$ cat config.mk
export PLATFORM = sky130hd
export DESIGN_NAME = ssc_input_loader_flat
export DESIGN_NICKNAME = d
export VERILOG_FILES = /design/src/rtl/ssc_input_loader_if.sv /design/src/rtl/ssc_input_loader.sv /design/src/flat_wrapper.sv
export SDC_FILE = /design/constraint.sdc
export NUM_CORES = 1
export LEC_CHECK = 0
export CELL_PAD_IN_SITES_DETAIL_PLACEMENT = 1
export CELL_PAD_IN_SITES_GLOBAL_PLACEMENT = 1
export CORE_AREA = 2 2 122 124
export DETAILED_ROUTE_END_ITERATION = 16
export DIE_AREA = 0 0 124 126
export PLACE_DENSITY = 0.86
export SETUP_SLACK_MARGIN = 0.5
export SLEW_MARGIN = 40
export SYNTH_ARGS = -nofsm -noshare
export SYNTH_HDL_FRONTEND = slang
export SYNTH_SLANG_ARGS = --single-unit
$ cat constraint.sdc
create_clock -name clk -period 10.9 [get_ports clk]
set_clock_uncertainty 0.1 [all_clocks]
set_input_delay 1.09 -clock clk [delete_from_list [all_inputs] [get_ports clk]]
set_output_delay 1.09 -clock clk [all_outputs]
set_load 0.01 [all_outputs]
$ cat src/rtl/ssc_input_loader_if.sv
// Beat-stream input and frame-handoff bundle for ssc_input_loader.
// slave = the loader; master = beat source plus downstream calculator.
interface ssc_input_loader_if;
    logic        in_valid;
    logic        in_ready;
    logic [3:0]  in_card;
    logic [3:0]  in_snack;
    logic [3:0]  in_price;
    logic [8:0]  in_money;
    logic [63:0] card_num;
    logic [31:0] snack_num;
    logic [31:0] price;
    logic [8:0]  input_money;
    logic        out_valid;
    logic        out_ready;
    logic        abort;
    logic        fmt_err;

    modport slave (
        input  in_valid, in_card, in_snack, in_price, in_money, out_ready,
        output in_ready, card_num, snack_num, price, input_money, out_valid, abort, fmt_err
    );

    modport master (
        output in_valid, in_card, in_snack, in_price, in_money, out_ready,
        input  in_ready, card_num, snack_num, price, input_money, out_valid, abort, fmt_err
    );
endinterface

$ cat src/rtl/ssc_input_loader.sv
// Assembles a 16-beat frame (card digits, 8 items, money) and holds it until consumed.
// Optional card-digit range check enabled by defining SSC_LOAD_DIGIT_CHECK_EN.
module ssc_input_loader (
    input  logic              clk,
    input  logic              rst,
    ssc_input_loader_if.slave bus
);
    typedef enum logic [1:0] {
        IDLE = 2'd0,
        LOAD = 2'd1,
        FULL = 2'd2
    } state_t;

    state_t      r_state;
    logic [3:0]  r_cnt;
    logic        r_in_ready;
    logic        r_out_valid;
    logic        r_abort;
    logic [63:0] r_card_num;
    logic [31:0] r_snack_num;
    logic [31:0] r_price;
    logic [8:0]  r_input_money;

    logic        w_accept;
    logic [3:0]  w_beat_idx;
    logic        w_last_beat;
    logic [63:0] w_card_next;
    logic [31:0] w_snack_next;
    logic [31:0] w_price_next;

    assign w_accept    = bus.in_valid & r_in_ready;
    assign w_beat_idx  = (r_state == LOAD) ? r_cnt : 4'd0;
    assign w_last_beat = (r_state == LOAD) && (r_cnt == 4'd15);

    // Beat k overwrites only its own nibble; beat 0 lands in the top nibble.
    generate
        for (genvar gi = 0; gi < 16; gi++) begin : g_card
            assign w_card_next[63-4*gi -: 4] = (w_beat_idx == 4'(gi)) ? bus.in_card
                                                                       : r_card_num[63-4*gi -: 4];
        end
        for (genvar gi = 0; gi < 8; gi++) begin : g_item
            assign w_snack_next[31-4*gi -: 4] = (w_beat_idx == 4'(gi)) ? bus.in_snack
                                                                        : r_snack_num[31-4*gi -: 4];
            assign w_price_next[31-4*gi -: 4] = (w_beat_idx == 4'(gi)) ? bus.in_price
                                                                        : r_price[31-4*gi -: 4];
        end
    endgenerate

    always_ff @(posedge clk or posedge rst) begin
        if (rst) begin
            r_state       <= IDLE;
            r_cnt         <= 4'd0;
            r_in_ready    <= 1'b1;
            r_out_valid   <= 1'b0;
            r_abort       <= 1'b0;
            r_card_num    <= 64'd0;
            r_snack_num   <= 32'd0;
            r_price       <= 32'd0;
            r_input_money <= 9'd0;
        end else begin
            r_abort <= 1'b0;
            case (r_state)
                IDLE: begin
                    if (w_accept) begin
                        r_card_num    <= w_card_next;
                        r_snack_num   <= w_snack_next;
                        r_price       <= w_price_next;
                        r_input_money <= bus.in_money;
                        r_cnt         <= 4'd1;
                        r_state       <= LOAD;
                    end
                end
                LOAD: begin
                    if (w_accept) begin
                        r_card_num  <= w_card_next;
                        r_snack_num <= w_snack_next;
                        r_price     <= w_price_next;
                        if (w_last_beat) begin
                            r_state     <= FULL;
                            r_cnt       <= 4'd0;
                            r_in_ready  <= 1'b0;
                            r_out_valid <= 1'b1;
                        end else begin
                            r_cnt <= r_cnt + 4'd1;
                        end
                    end else begin
                        // A gap inside a frame truncates it; the partial data is simply abandoned.
                        r_state <= IDLE;
                        r_cnt   <= 4'd0;
                        r_abort <= 1'b1;
                    end
                end
                FULL: begin
                    if (bus.out_ready) begin
                        r_state     <= IDLE;
                        r_in_ready  <= 1'b1;
                        r_out_valid <= 1'b0;
                    end
                end
                default: begin
                    r_state     <= IDLE;
                    r_cnt       <= 4'd0;
                    r_in_ready  <= 1'b1;
                    r_out_valid <= 1'b0;
                end
            endcase
        end
    end

`ifdef SSC_LOAD_DIGIT_CHECK_EN
    logic r_digit_bad;
    logic r_fmt_err;
    logic w_digit_bad;

    assign w_digit_bad = (bus.in_card > 4'd9);

    // The running flag restarts on beat 0; the visible error is captured only as the frame completes.
    always_ff @(posedge clk or posedge rst) begin
        if (rst) begin
            r_digit_bad <= 1'b0;
            r_fmt_err   <= 1'b0;
        end else if (w_accept && (r_state == IDLE)) begin
            r_digit_bad <= w_digit_bad;
        end else if (w_accept) begin
            r_digit_bad <= r_digit_bad | w_digit_bad;
            if (w_last_beat) begin
                r_fmt_err <= r_digit_bad | w_digit_bad;
            end
        end else if ((r_state == FULL) && bus.out_ready) begin
            r_fmt_err <= 1'b0;
        end
    end

    assign bus.fmt_err = r_fmt_err;
`else
    assign bus.fmt_err = 1'b0;
`endif

    assign bus.in_ready    = r_in_ready;
    assign bus.out_valid   = r_out_valid;
    assign bus.abort       = r_abort;
    assign bus.card_num    = r_card_num;
    assign bus.snack_num   = r_snack_num;
    assign bus.price       = r_price;
    assign bus.input_money = r_input_money;
endmodule

$ cat src/flat_wrapper.sv
// flat-port wrapper written by rule: the top's interface ports become plain ports
module ssc_input_loader_flat 
  (clk, rst, bus_in_valid, bus_in_card, bus_in_snack, bus_in_price, bus_in_money, bus_out_ready, bus_in_ready, bus_card_num, bus_snack_num, bus_price, bus_input_money, bus_out_valid, bus_abort, bus_fmt_err);
  ssc_input_loader_if bus_i ();
  input  logic clk;
  input  logic rst;
  input wire logic [$bits(bus_i.in_valid)-1:0] bus_in_valid;
  input wire logic [$bits(bus_i.in_card)-1:0] bus_in_card;
  input wire logic [$bits(bus_i.in_snack)-1:0] bus_in_snack;
  input wire logic [$bits(bus_i.in_price)-1:0] bus_in_price;
  input wire logic [$bits(bus_i.in_money)-1:0] bus_in_money;
  input wire logic [$bits(bus_i.out_ready)-1:0] bus_out_ready;
  output wire logic [$bits(bus_i.in_ready)-1:0] bus_in_ready;
  output wire logic [$bits(bus_i.card_num)-1:0] bus_card_num;
  output wire logic [$bits(bus_i.snack_num)-1:0] bus_snack_num;
  output wire logic [$bits(bus_i.price)-1:0] bus_price;
  output wire logic [$bits(bus_i.input_money)-1:0] bus_input_money;
  output wire logic [$bits(bus_i.out_valid)-1:0] bus_out_valid;
  output wire logic [$bits(bus_i.abort)-1:0] bus_abort;
  output wire logic [$bits(bus_i.fmt_err)-1:0] bus_fmt_err;
  assign bus_i.in_valid = bus_in_valid;
  assign bus_i.in_card = bus_in_card;
  assign bus_i.in_snack = bus_in_snack;
  assign bus_i.in_price = bus_in_price;
  assign bus_i.in_money = bus_in_money;
  assign bus_i.out_ready = bus_out_ready;
  assign bus_in_ready = bus_i.in_ready;
  assign bus_card_num = bus_i.card_num;
  assign bus_snack_num = bus_i.snack_num;
  assign bus_price = bus_i.price;
  assign bus_input_money = bus_i.input_money;
  assign bus_out_valid = bus_i.out_valid;
  assign bus_abort = bus_i.abort;
  assign bus_fmt_err = bus_i.fmt_err;
  ssc_input_loader u_core (.clk(clk), .rst(rst), .bus(bus_i));
endmodule
Yosys cells after proc, flatten, opt, wreduce, memory -nomap -nowiden. Cells that the tools add are included.

Flip-flop bits (word level): 146. Input port bits: 25.

Muxes and demuxes: 20. Add/subtract/negate cells: 1. Bitwise logic cells: 3. Reduce and logical (&&, ||, !) cells: 24. Equality and inequality tests: 23.

Operators by type and width (count): AND reduction 3 bit (17); == test 4 bit (second input constant) (9); == test 4 x 3 -> 1 bit (second input constant) (4); two-way mux 4 bit (4); case mux 4 bit (3 select lines) (1); == test 4 x 2 -> 1 bit (second input constant) (2); two-way mux 1 bit (8); two-way mux 2 bit (4); inequality test 2 x 1 -> 1 bit (second input constant) (3); case mux 1 bit (3 select lines) (2); case mux 2 bit (3 select lines) (1); adder 4 x 1 -> 4 bit (second input constant) (1); == test 4 x 1 -> 1 bit (second input constant) (1); zero test 4 bit (1); AND reduction 2 bit (2); AND reduction 4 bit (1); inequality test 3 bit (second input constant) (1); == test 2 x 1 -> 1 bit (second input constant) (1); == test 2 bit (second input constant) (1); zero test 2 bit (1); inequality test 2 bit (second input constant) (1); NOT 1 bit (2); OR reduction 2 bit (1); bitwise AND 1 bit (1); logical AND 1 bit (1).

Longest topological paths before layout. Gate-level depths: netlist of run 1.

Word-level depth: 5. Mapped depth: 6.

Worst setup path before layout of run 1. Ideal clock, no wire load.

Path type: input port to flip-flop. Start: input port bus_in_valid. End: register u_core.r_card_num[44] (netlist: u_core.bus.card_num[44]). Path slack: 8.560 ns. Arrival: 2.115 ns. Buffers on the path: 2. Required time: 10.675 ns. Library setup time: 0.125 ns. Stages on the path: 5. Path through: and4b_1 buf_2 o211ai_1 buf_2 mux2_2.

Longest elaborated chain between the ends: 2.

RTL lines: from (decl) (line flat_wrapper.sv:7) `input wire logic [$bits(bus_i.in_valid)-1:0] bus_in_valid;`; bitwise AND 1 bit (line ssc_input_loader.sv:31) `assign w_accept = bus.in_valid & r_in_ready;`; AND reduction 3 bit (no source line); to (signal assigned) (line ssc_input_loader.sv:65) `r_card_num <= w_card_next;`; to (signal assigned) (line ssc_input_loader.sv:75) `r_card_num <= w_card_next;`; to (decl) (line ssc_input_loader.sv:19) `logic [63:0] r_card_num;`.

Every way passes these cells. A chain may end at the register's enable or synchronous reset.

Worst setup path after layout of run 1.
Start: input port bus_in_valid. End: register u_core.r_snack_num[8] (netlist: u_core.bus.snack_num[8]).

Longest elaborated chain between the ends: 2.

RTL lines: bitwise AND 1 bit (line ssc_input_loader.sv:31); AND reduction 3 bit (no source line); to (signal assigned) (line ssc_input_loader.sv:66) `r_snack_num <= w_snack_next;`; to (signal assigned) (line ssc_input_loader.sv:76) `r_snack_num <= w_snack_next;`; to (decl) (line ssc_input_loader.sv:20) `logic [31:0] r_snack_num;`.

Every way passes these cells.

==> metrics.yaml, run 1 <==
syn-instance-count: 362
clock_sinks: 146
num-fill-cells: 1365
clk_latency_ns: 0.42
design.final.nets: 556
antenna_found_initial: 0
critPathArrivalTime_ns: 3.20
routed_via_density: 5.11
timing.final.crit_period_ns: 3.00
dp_worst_setup_slack_ns: 7.47
timing.rr.start: "u_core.r_state[0]"
grt_pass1_vias: 4231
synthMostInstantiatedCell: "sky130_fd_sc_hd__dfrtp_1"
synth.cells.most_frequent: "sky130_fd_sc_hd__dfrtp_1 (145), sky130_fd_sc_hd__mux2_2 (137), sky130_fd_sc_hd__nand3_1 (9)"
postRouteAntennaNets: 0
post_synth_instance_area_um2: 5720
max_slew.worst_pin.slew_ns: 0.768
met1_usage_pct: 24.5
fin_setup_tns_ns: 0
grt_start_max_net_pins: 81
synth_top_cell_by_area: "sky130_fd_sc_hd__dfrtp_1"
synth.avg_cell_area_um2: 15.8
die_w_um: 124
hold_start: "u_core.bus.out_valid"
clock_power_share_pct: 52.6
min_delay_path_class: "flip-flop to flip-flop"
fin_crit_sh_pct: 27.5
syn_nets: 388
power.combinational.fraction_pct: 2.4
fin_util_pct: 57.1
setup.worst_path.class: "input pin to flip-flop"
start_util_pct: 40.0
worst_hold_path.endpoint: "u_core.bus.out_valid"
synth_top_cell_area_share_pct: 63.4
path_max_fanout: 12
num_io_pins: 166
register_area_um2: 3650
synth_seq_cells: 146
worst_ir_drop_vdd_v: 0.000114
synth_edf_count: 0
grt_most_used_layer: "met2"
num_vias: 3712
fp.dieArea_um2: 15600
post-dp-hpwl_mm: 10.6
ctsResizeCount: 0
post_synth_cell_types: 35
synth_warnings: 0
place.gp.congestion: 0.817
leakage_nw: 3.94
relSlewSlack_pct: 48.7
synth-seq-area-share_pct: 63.9
startpoint_type: "input pin"
intPower_uw: 952
grt_setup_unrepaired: "false"
port_buffers: 164
ys_dominant_reg_cell: "sky130_fd_sc_hd__dfrtp_1"
multi_input_area_um2: 1960
cts_inserted_buffers: 17
max-clock-path-buffers: 2
seq_power_share_pct: 45.1
worstPathRequired_ns: 11.10
clkSlewWorstSetupHoldPaths_ns: 0.06
outcome: "complete, no violations"
worst_hold_path.num_cells: 1
area_growth_pct: 42.9
postRouteWirelength_mm: 15.7
gr-total-overflow: 0
setup_violations: 0
route.detailed.drc: 0
tritoncts: "yes"
final-max-slew-violation-count: 0
drive_above_1_share_pct: 33.5
root_buffer: "sky130_fd_sc_hd__clkbuf_16"
finalHoldWorstSlack_ns: 0.382
fp.dieH_um: 126
grtUsageTotal_pct: 21.2
p_per_area_nw_per_um2: 147
m2_gr_usage_pct: 35.2
core_um2: 14300
worst_r2r_path_depth: 3
postCtsHoldBufs: 0
switching_power_summed_over_all_nets_uw: 251
gr-usage-met3_pct: 9.69
regToRegEndpoint: "u_core.bus.snack_num[8]"
placementRows: 44
detail_route.iter0.violations: 161
yosys-top-cells-area: "sky130_fd_sc_hd__dfrtp_1 (63%), sky130_fd_sc_hd__mux2_2 (27%), sky130_fd_sc_hd__nand3_1 (0.79%)"
h-tree-depth: 4
postLayoutSetupSlackWorst_ns: 7.90
routed_wire_length_per_instance_um: 21.5
postCtsSetupRepairBufs: 0
finalHoldViolCount: 0
1st_pass_router_iterations: 4
timing.max_cap.violations: 0
worst-r2r-setup-slack_ns: 8.43
max_freq_mhz: 333
fraction_of_registers_with_async_set_or_reset_after_synthesis_pct: 100
power.switching_fraction_pct: 20.8
global_route_wire_length_before_repair_mm: 24.3
timing.critical_path.to_type: "flip-flop"
diodes: 0
-- cell families after synthesis --
family                   after synthesis  synth area share, %
AO/OA/AOI/OAI                         16                 1.82
XOR/XNOR                               1                0.153
adder cells (fa/ha/maj)                1                0.219
buffers and inverters                 21                 1.92
flip-flops                           146                 63.9
multiplexers                         137                 27.0
other                                  1               0.0656
AND/OR/NAND/NOR                       39                 4.96
-- worst max path at each step --
stage                       startpoint                      end  slack [ns]
after CTS                 bus_in_valid  u_core.bus.card_num[40]        7.93
after global routing      bus_in_valid     u_core.bus.price[11]        7.70
after floorplan                    rst         u_core.bus.abort        5.79
after global placement    bus_in_valid     u_core.bus.price[11]        7.49
final                     bus_in_valid  u_core.bus.snack_num[8]        7.90
after detailed placement  bus_in_valid      u_core.bus.price[6]        7.47
-- registers in the layout, summed over array words and instances, names as in the netlist --
name / flops
u_core.bus.abort: 1
u_core.bus.card_num: 64
u_core.bus.in_ready: 1
u_core.bus.input_money: 9
u_core.bus.out_valid: 1
u_core.bus.price: 32
u_core.bus.snack_num: 32
u_core.r_cnt: 4
u_core.r_state: 2
-- power groups by stage --
stage | logic (mW) | clock network [mW] | registers, mW
finish | 0.0288 | 0.632 | 0.542
detailed placement | 0.0298 | 0 | 0.552
floorplan | 0.0104 | 0 | 0.552
CTS | 0.0300 | 0.643 | 0.542
global placement | 0.0291 | 0 | 0.552
global route | 0.0324 | 0.667 | 0.542
-- area by class of cell --
class	count	share of cell area [%]
inverter	2	0.153
multi-input combinational	195	23.9
sequential	146	44.7
clock inverter	12	2.19
clock buffer	20	5.71
timing repair buffer	168	20.5
tap	184	2.82
-- layout by cell type (no fill, tap or decap), types with 3 or more instances in the layout --
master	n
sky130_fd_sc_hd__clkdlybuf4s50_1	164
sky130_fd_sc_hd__dfrtp_1	145
sky130_fd_sc_hd__mux2_2	137
sky130_fd_sc_hd__clkbuf_16	17
sky130_fd_sc_hd__nand3_1	9
sky130_fd_sc_hd__nand2_1	6
sky130_fd_sc_hd__o21ai_0	5
sky130_fd_sc_hd__nor2_1	4
sky130_fd_sc_hd__bufinv_16	4
sky130_fd_sc_hd__and4b_1	3
sky130_fd_sc_hd__o211ai_1	3
sky130_fd_sc_hd__clkbuf_8	3
sky130_fd_sc_hd__clkinvlp_4	3
sky130_fd_sc_hd__buf_4	3
-- routing by layer --
metal	vias to the layer above	part of all wire (%)
met5	-	0
met4	0	1.1
met3	12	9.1
met2	118	50
met1	1950	39
li1	1632	-
-- through the flow --
stage	area [µm²]	power (mW)	cells
global placement	7520	0.581	694
global route	8170	1.24	727
CTS	8170	1.22	727
detailed placement	7530	0.582	695
floorplan	5720	0.562	362
finish	8170	1.20	727
-- worst max-delay path: stages --
cell                              delay, ns
sky130_fd_sc_hd__clkdlybuf4s50_1       0.60
sky130_fd_sc_hd__and4b_1               0.41
sky130_fd_sc_hd__nand3_1               0.60
sky130_fd_sc_hd__mux2_2                0.50
Power figures use the tool's default switching activity.
==> run 2, diff against run 1 <==
Settings changed: CORE_AREA 2 2 122 124 to 2 2 126 128, DIE_AREA 0 0 124 126 to 0 0 128 130, PLACE_DENSITY 0.86 to 0.81.
Clock period 10.9 ns to 2.9 ns, I/O delays scaled along.
==> run 2 against run 1 <==
Register-to-register slack got worse by 7.7 ns. Design area decreased by 0.28%. Sequential share of layout area increased by 0.12 points. Routed wire length increased by 3.1%. Sequential cell count unchanged. Sequential power increased to 3.8 times the previous value. Combinational power increased to 4.0 times the previous value. Critical endpoint is now u_core.bus.card_num[11]. Largest cell class unchanged.
==> metrics.yaml, run 2 (synthesis results as in run 1) <==
outcome: "complete, no violations"  # unchanged
finalHoldViolCount: 0  # unchanged
gr-total-overflow: 0  # unchanged
global_route_wire_length_before_repair_mm: 24.8  # was 24.3 mm
worstPathRequired_ns: 3.09  # was 11.10 ns
start_util_pct: 37.1  # was 40.0%
max-clock-path-buffers: 2  # unchanged
num_vias: 3730  # was 3,712
design.final.nets: 562  # was 556
setup.worst_path.class: "flip-flop to flip-flop"  # was input pin to flip-flop
timing.critical_path.to_type: "flip-flop"  # unchanged
placementRows: 46  # was 44
critical_path.top_delay_family: "simple AND/OR/NAND/NOR gates"  # unchanged
worst_ir_drop_vdd_v: 0.000383  # was 0.000114 V
routed_via_density: 5.05  # was 5.11
area_growth_pct: 42.5  # was 42.9%
detail_route.iter0.violations: 157  # was 161
largest_register_ffs: 64  # unchanged
diodes: 0  # unchanged
min_delay_path_class: "input pin to async pin"  # was flip-flop to flip-flop
leakage_nw: 3.93  # was 3.94 nW
routed_wire_length_per_instance_um: 21.8  # was 21.5 µm
clkSlewWorstSetupHoldPaths_ns: 0.06  # about the same
num-fill-cells: 1508  # was 1,365
fin_setup_tns_ns: 0  # unchanged
setup_violations: 0  # unchanged
critPathArrivalTime_ns: 2.35  # was 3.20 ns
mostFrequentLayoutCell: "sky130_fd_sc_hd__clkdlybuf4s50_1"  # unchanged
postLayoutSetupSlackWorst_ns: 0.740  # was 7.90 ns
postRouteWirelength_mm: 16.1  # was 15.7 mm
port_buffers: 164  # unchanged
register_area_um2: 3650  # unchanged
1st_pass_router_iterations: 4  # unchanged
num_io_pins: 166  # unchanged
finalPower_mw: 4.20  # was 1.20 mW
crit_path_max_incr_delay_ns: 0.68  # was 0.60 ns
cts_inserted_buffers: 17  # unchanged
h-tree-depth: 4  # unchanged
grt_start_max_net_pins: 57  # was 81
p_per_area_nw_per_um2: 516  # was 147 nW/µm²
postRouteAntennaNets: 0  # unchanged
crit_chain: "and4bb_2 -> nor3b_2 -> mux2_2"  # was clkdlybuf4s50_1 -> and4b_1 -> nand3_1 -> mux2_2
worst_path_max_delay_cell: "sky130_fd_sc_hd__dfrtp_1"  # was sky130_fd_sc_hd__clkdlybuf4s50_1
fp.dieArea_um2: 16600  # was 15,600 µm²
grt_setup_unrepaired: "false"  # unchanged
startpoint_type: "flip-flop"  # was input pin
root_buffer: "sky130_fd_sc_hd__clkbuf_16"  # unchanged
route.detailed.drc: 0  # unchanged
path_max_fanout: 17  # was 12
dp_worst_setup_slack_ns: 0.396  # was 7.47 ns
tritoncts: "yes"  # unchanged
fp.dieH_um: 130  # was 126 µm
timing.max_cap.violations: 0  # unchanged
relSlewSlack_pct: 49.2  # was 48.7%
clock_sinks: 146  # unchanged
worst-r2r-setup-slack_ns: 0.74  # was 8.43 ns
timing.final.crit_period_ns: 2.16
final-max-slew-violation-count: 0  # unchanged
drive_above_1_share_pct: 33.6  # was 33.5%
mostFrequentLayoutCells: "sky130_fd_sc_hd__clkdlybuf4s50_1 (163), sky130_fd_sc_hd__dfrtp_1 (145), sky130_fd_sc_hd__mux2_2 (137)"  # was sky130_fd_sc_hd__clkdlybuf4s50_1 (164), sky130_fd_sc_hd__dfrtp_1 (145), sky130_fd_sc_hd__mux2_2 (137)
clk_latency_ns: 0.41  # was 0.42 ns
antenna_found_initial: 0  # unchanged
max_freq_mhz: 463
post-dp-hpwl_mm: 10.9  # was 10.6 mm
max_slew.worst_pin.slew_ns: 0.759  # was 0.768 ns
die_w_um: 128  # was 124 µm
grt_pass1_vias: 4178  # was 4,231
multi_input_area_um2: 1960  # about the same
fin_crit_sh_pct: 74.5
timing.critical_path.buf_inv: 0  # was 1
grtUsageTotal_pct: 20.3  # was 21.2%
place.gp.congestion: 0.843  # was 0.817
core_um2: 15400  # was 14,300 µm²
run 2: changes by cell type in the layout (fill, tap and decap cells not counted), sizes merged:
cell           previous run  this run
bufinv                    4         1
clkinvlp                  3         2
buf                       4        11
clkbuf                   20        25
clkinv                    4         3
clkdlybuf4s50           164       163
inv                       3         1
run 2: final cells by class:
class / instances / share of cell area, %
clock buffers: 25 / 6.08
well taps: 192 / 2.95
inverters: 2 / 0.138
repair buffers: 174 / 21.3
flip-flops and latches: 146 / 44.8
clock inverters: 5 / 0.645
multi-input cells: 195 / 24.1
run 2: worst paths after layout:
kind                                     startpoint                        to  depth (start not counted)
max                               u_core.r_state[0]   u_core.bus.card_num[11]                          3
min                                             rst   u_core.bus.card_num[50]                          2
max reg2reg                       u_core.r_state[0]   u_core.bus.card_num[11]                          3
min reg2reg                u_core.bus.snack_num[19]  u_core.bus.snack_num[19]                          1
max in group asynchronous                       rst       u_core.bus.in_ready                          3
min in group clk                     bus_in_card[0]   u_core.bus.card_num[52]                          2
run 2: timing repair:
item / in CTS / in global routing
hold buffers: 0 / 0
endpoints found under the hold margin: 0 / 0
resized for setup: 0 / 1
buffers inserted: 0 / 0
endpoints found under the setup margin: 0 / 12
run 2: per-layer routing:
layer	GRT usage, %	vias to the layer above	routed length [µm]
met1	22.7	1951	6240
met4	5.37	0	149
met2	34.8	127	8270
met3	10.3	15	1480
met5	0	-	0
li1	-	1637	-
run 2: power by group:
group | leakage, nW | internal [mW] | switching, mW
Combinational | 1.63 | 0.0363 | 0.0797
Sequential | 2.04 | 2.04 | 0
Clock | 0.269 | 1.26 | 0.793
Total | 3.93 | 3.33 | 0.873
run 2: stage by stage:
step | cell area (µm²) | cells | util (%) | hold slack, ns
2_1_floorplan | 5720 | 362 | - | 0.281
3_5_place_dp | 7600 | 709 | 49.3 | 0.393
6_report | 8150 | 739 | 52.8 | 0.135
5_1_grt | 8150 | 739 | 52.8 | 0.131
4_1_cts | 8150 | 739 | 52.8 | 0.112
3_3_place_gp | 7600 | 709 | 49.3 | 0.369
